**src/rtl/bp_sc_arbiter.sv**
```systemverilog
// Two-requester round-robin front end for the backplane slow-control SPI engine.
// Optional ISSUE watchdog enabled by defining BP_SC_TIMEOUT_EN.
module bp_sc_arbiter #(
  parameter int TIMEOUT_CYC = 4096,
  parameter int CNT_W       = 16
) (
  input  logic             clk_66m,
  input  logic             rst_n,
  input  logic             sc_req0,
  input  logic [31:0]      sc_wdata0,
  output logic             sc_ack0,
  input  logic             sc_req1,
  input  logic [31:0]      sc_wdata1,
  output logic             sc_ack1,
  output logic [31:0]      sc_rdata,
  output logic             sc_err,
  output logic             sc_busy,
  output logic             sc_grant,
  output logic [CNT_W-1:0] txn_count,
  output logic             command_bp_sc_write,
  output logic [31:0]      BP_SC_SENDDATA,
  input  logic             bp_sc_write_done,
  input  logic [31:0]      BP_SC_READ
);

  // state   | meaning
  // IDLE    | no transaction, arbitrate pending requests
  // ISSUE   | command high, waiting for engine done
  // RELEASE | command low, waiting for engine done to clear
  // RESP    | one-cycle ack to the granted requester
  typedef enum logic [1:0] {IDLE, ISSUE, RELEASE, RESP} state_t;

  state_t state;
  logic   winner;

  // On contention the requester opposite the last grant wins.
  assign winner = (sc_req0 & sc_req1) ? ~sc_grant : sc_req1;

`ifdef BP_SC_TIMEOUT_EN
  localparam int TMO_W = (TIMEOUT_CYC > 2) ? $clog2(TIMEOUT_CYC) : 1;
  logic [TMO_W-1:0] tmo_cnt;
`else
  assign sc_err = 1'b0;
`endif

  always_ff @(posedge clk_66m or negedge rst_n) begin
    if (!rst_n) begin
      state               <= IDLE;
      sc_ack0             <= 1'b0;
      sc_ack1             <= 1'b0;
      sc_rdata            <= '0;
      sc_busy             <= 1'b0;
      sc_grant            <= 1'b1;
      txn_count           <= '0;
      command_bp_sc_write <= 1'b0;
      BP_SC_SENDDATA      <= '0;
`ifdef BP_SC_TIMEOUT_EN
      sc_err              <= 1'b0;
      tmo_cnt             <= '0;
`endif
    end else begin
      sc_ack0 <= 1'b0;
      sc_ack1 <= 1'b0;
      case (state)
        IDLE: begin
          if (sc_req0 | sc_req1) begin
            sc_grant            <= winner;
            BP_SC_SENDDATA      <= winner ? sc_wdata1 : sc_wdata0;
            command_bp_sc_write <= 1'b1;
            sc_busy             <= 1'b1;
            state               <= ISSUE;
`ifdef BP_SC_TIMEOUT_EN
            tmo_cnt             <= TMO_W'(TIMEOUT_CYC - 1);
`endif
          end
        end
        ISSUE: begin
          if (bp_sc_write_done) begin
            sc_rdata            <= BP_SC_READ;
            command_bp_sc_write <= 1'b0;
            state               <= RELEASE;
`ifdef BP_SC_TIMEOUT_EN
            sc_err              <= 1'b0;
          end else if (tmo_cnt == '0) begin
            sc_rdata            <= 32'hFFFF_FFFF;
            sc_err              <= 1'b1;
            command_bp_sc_write <= 1'b0;
            state               <= RELEASE;
          end else begin
            tmo_cnt             <= tmo_cnt - 1'b1;
`endif
          end
        end
        RELEASE: begin
          if (!bp_sc_write_done) begin
            sc_ack0 <= ~sc_grant;
            sc_ack1 <= sc_grant;
            state   <= RESP;
          end
        end
        RESP: begin
          txn_count <= txn_count + CNT_W'(1);
          sc_busy   <= 1'b0;
          state     <= IDLE;
        end
        default: state <= IDLE;
      endcase
    end
  end

endmodule

```
**config.mk**
```make
export PLATFORM = sky130hd
export DESIGN_NAME = bp_sc_arbiter
export DESIGN_NICKNAME = d
export VERILOG_FILES = /design/src/rtl/bp_sc_arbiter.sv
export SDC_FILE = /design/constraint.sdc
export NUM_CORES = 1
export LEC_CHECK = 0
export ABC_AREA = 0
export BUFFER_PORTS_ARGS = -buffer_cell sky130_fd_sc_hd__buf_4
export CAP_MARGIN = 20
export CORE_MARGIN = 1
export CORE_UTILIZATION = 46
export DETAILED_ROUTE_END_ITERATION = 8
export PLACE_DENSITY = 0.87
export SLEW_MARGIN = 10
export SYNTH_ARGS = -nofsm -noshare
export SYNTH_HDL_FRONTEND = slang
export SYNTH_SLANG_ARGS = --single-unit
export TNS_END_PERCENT = 5
```
**constraint.sdc**
```tcl
create_clock -name clk_66m -period 2.2 [get_ports clk_66m]
set_input_delay 0.11 -clock clk_66m [delete_from_list [all_inputs] [get_ports clk_66m]]
set_output_delay 0.11 -clock clk_66m [all_outputs]
set_load 0.005 [all_outputs]
```
# Yosys cells after proc, flatten, opt, wreduce, memory -nomap -nowiden
# Index checks and enable logic that the tools add are counted.
# W data, S select, Z words.
classes:
  n_reduce_logical: 8
  bitwise: 3
  n_eq_ne: 6
  muxes: 14
  add_sub_neg: 1
ops:
  columns: ["op", "count"]
  rows:
  - ["$mux W32", 1]
  - ["$add A16 B1 Y16 const B", 1]
  - ["$pmux W2 S4", 1]
  - ["$mux W1", 7]
  - ["$mux W2", 3]
  - ["$ne A2 B2 Y1 const B", 3]
  - ["$reduce_and A2 Y1", 3]
  - ["$reduce_and A3 Y1", 2]
  - ["$eq A2 B2 Y1 const B", 2]
  - ["$pmux W1 S2", 2]
  - ["$reduce_bool A2 Y1", 2]
  - ["$eq A2 B1 Y1 const B", 1]
  - ["$logic_not A2 Y1", 1]
  - ["$and A1 B1 Y1", 1]
  - ["$not A1 Y1", 1]
  - ["$or A1 B1 Y1", 1]
word_totals:
  out_inout_bits: 86
  inputBits: 101
  register_bits: 87
  elab_cells: 41

# Depth between registers and ports, before layout
depth:
  depth_word: 3
  depth_mapped: 7
  depth_no_buf: 6

# Least setup slack after synthesis
# Ideal clock, no wire load.
synth_timing:
  path_type: "flip-flop to flip-flop"
  startpoint: "register state[0]"
  endpoint: "register state[1]"
  path_slack_ns: 0.591
  stages_incl_launch_ff: 7
  t_required_ns: 2.075
  arrival_time_ns: 1.484
  synth_period_minus_slack_ns: 1.609
  n_path_buf: 0
  setup_time_ns: 0.125
  cell_sequence: "dfrtp_1 > inv_1 > ha_1 > or3b_4 > o21ai_2 > a21oi_2 > mux2_4"
synth_via:
  elab_chain_cells: 3
  word_cells_on_any_way: 9
  classes_between: "eq/ne (6); mux (1); reduce/logical (2)"
synth_lines:
  columns: ["element", "line_no", "rtl"]
  rows:
  - ["from (decl)", "33", "state_t state;"]
  - ["from (signal assigned)", "48", "state <= IDLE;"]
  - ["from (signal assigned)", "71", "state <= ISSUE;"]
  - ["from (signal assigned)", "81", "state <= RELEASE;"]
  - ["$eq A2 B2 Y1 (tied with other cells)", "64", "case (state)"]
  - ["$ne A2 B2 Y1 (no line)", null, null]
  - ["$reduce_and A3 Y1 (no line)", null, null]
# Parallel ways exist; a longest one is shown, timed or not.
# A chain may end at the register's enable or synchronous reset.

# Worst setup path in the final report
# Ends and elaborated chain as after synthesis.

==> run metrics <==
postcts setup bufs=0; Worst-Margin Slew=~0.53 ns; Final HPWL DP=6540 um; crit share post-route=around four fifths; FF-to-FF setup slack=between 0.4 and 0.5 ns; Final Hold Fails=0; P&R area growth vs syn=54.6%; Initial Util=about 48%; Final nets=about 620; CTS max path bufs=2; Critical Path RT=around 2.4 ns; min Tclk post-route=1.76 ns; Post-synth top flop=dfrtp_1; Die Y=92.0 um; Yosys top cell by area=dfrtp_1; DR pass1 iterations=4; CP Capture Type=flip-flop; maximum VDD drop=around 0.74 mV; Root Buffer=clkbuf_8; leakage power=between 2 and 3 nW; GRT Total Usage=about 22%; WL/cell=14.8 um; FP Rows=32; clk slew on worst S/H paths=around 0.070 ns; core footprint=about 0.0078 mm2; FF-to-FF Start=state[0]; Syn Std Cell Area=approximately 0.0037 mm2; Num CTS Buffers=9; first-pass GRT wire length=14,700 um; P per Cell Area=1190 mW/mm2; post-synth net total=405; CTS H-tree depth=3; Multi-input gate area=around 0.0014 mm2; WS Path Type=reg2reg; Post-synth top cells=dfrtp_1 (86), nor2_1 (36), a21oi_1 (34); dpl cells=576; Min-Delay Endpoint=sc_rdata[22]; Data arrival, critical path=just under 2 ns; register area=0.00218 mm2; outcome=complete, no violations; vias in the first global route=3,187; total die area=around 0.0085 mm2; pin count of the biggest net entering global routing=47; fin cells=~620; number of synthesized flops with an enable pin=0; top-count cell post-synth=dfrtp_1; Rel. slew slack=between 60 and 70%; grt ovf=0; Vias=roughly 3,100; Worst R2R End=state[1]; CTS resizes=0; Synth area leaders=dfrtp_1 (58%), mux2_2 (10%), mux2i_1 (8.6%), a21oi_1 (4.6%), nor2_1 (3.6%); Max Cap Viol=0; CTS Sinks=a little under 90; # fillers=548; RD Place Congestion=0.740; sequential area share after synthesis=between 50% and 60%; hold path cells=2; Hold Crit Class=in2reg; IO Pins=between 150 and 200; setup violators final=0; unrepaired setup endpoints after global routing=no; final WL=between 9000 and 10,000 um; Post-DRT Antenna Nets=0; # port buffers=approximately 190; final setup TNS=0 ns; drt initial violations=roughly 90; #FFs+latches synth=between 80 and 90; clk_lat worst skew=approximately 0.34 ns; crit-path max FO=4; Hold-fix buffers, CTS=30; crit start category=flip-flop; Final Max Slew Viols=0; Total Power=0.00686 W; top-area cell type share of the netlist area=57.8%; Vias/cell=4.91; CTS tree=built; initial antenna violation count=0; r2r worst-path depth=6; Avg Cell Area, Syn=between 10 and 15 um2; Die Wd=just over 90 um; layout cells sized above 1=47.1%; Netlist cell types=32; HP Start=BP_SC_READ[22]; # diodes=0; DRC Markers=0; post-synthesis cell count=298; Yosys warnings=0; Async S/R FF share, synth=between 90% and 100%; Max Clk Rate=between 500 and 600 MHz; skew final=0.00790 ns
==> worst max-delay path by stage <==
stage / depth (start not counted) / slack, ns / end / from
final: 6 / 0.44 / state[1] / state[0]
after floorplan: 6 / 0.59 / state[1] / state[0]
after CTS: 6 / 0.46 / state[1] / state[0]
after detailed placement: 6 / 0.47 / state[1] / state[0]
after global placement: 6 / 0.55 / state[1] / state[0]
after global routing: 5 / 0.36 / txn_count[13] / state[1]
==> metal layers <==
metal  part of all wire, %  vias up  global-route usage [%]
met4                   1.5        0                    7.68
met5                     0        -                       0
met2                    55      118                    41.4
li1                      -     1457                       -
met1                    37     1464                    25.2
met3                   6.5       13                    4.73
==> cell usage in the layout, fill, tap and decap left out, types with 2 or more instances in the layout <==
| cell type | n |
|---|---|
| buf_4 | 189 |
| dfrtp_1 | 86 |
| nor2_1 | 36 |
| a21oi_1 | 34 |
| mux2_2 | 33 |
| mux2i_1 | 32 |
| dlygate4sd3_1 | 30 |
| nand2_1 | 12 |
| clkbuf_8 | 10 |
| xnor2_1 | 9 |
| xor2_1 | 6 |
| ha_1 | 6 |
| nand4_1 | 4 |
| inv_1 | 3 |
| nand3_1 | 3 |
| and3_1 | 3 |
| clkbuf_1 | 3 |
| bufinv_16 | 3 |
| nor3_1 | 2 |
| buf_12 | 2 |
==> sequential cells by signal, summed over array words and instances, names as in the netlist <==
register,count
sc_busy,1
sc_grant,1
state,2
sc_ack1,1
BP_SC_SENDDATA,32
sc_ack0,1
command_bp_sc_write,1
txn_count,16
sc_rdata,32
==> power by group <==
part / switching, W / internal [W]
Clock: 0.000518 / 0.000788
Sequential: 0.000441 / 0.00231
Combinational: 0.00113 / 0.00168
==> through the flow <==
step	utilization, %	instance area (um2)	hold WS, ns	setup slack [ns]
floorplan	-	3720	-0.186	0.591
global placement	67.1	5210	0.120	0.553
CTS	74.1	5750	0.00105	0.463
global route	74.1	5750	0.000789	0.361
detailed placement	67.1	5210	0.130	0.472
finish	74.1	5750	0.0125	0.444
==> worst max-delay path, stage by stage (launching register included) <==
cell     delay (ns)
dfrtp_1        0.42
inv_1          0.12
ha_1           0.23
or3b_4         0.42
o21ai_2        0.09
a21oi_2        0.06
mux2_4         0.30
==> cells by family (layout without fill, tap and decap cells) <==
family	after synthesis	after routing	synth area share, %
buffers and inverters	18	240	2.89
muxes	66	66	19.0
adders and majority gates	6	6	2.02
DFF	87	87	58.5
AOI/OAI and AO/OA	41	41	6.35
and+or+nand+nor	64	64	7.60
xor gates and xnor gates	15	15	3.53
other	1	1	0.101
==> area by class of cell <==
cell class,instances,area share (%)
multi-input cells,193,25.0
well taps,102,2.22
clock inverters,3,1.57
repair buffers,221,30.6
inverters,3,0.196
flip-flops and latches,87,37.9
clock buffers,13,2.59
Note: power is estimated with default switching activity, not from simulation.
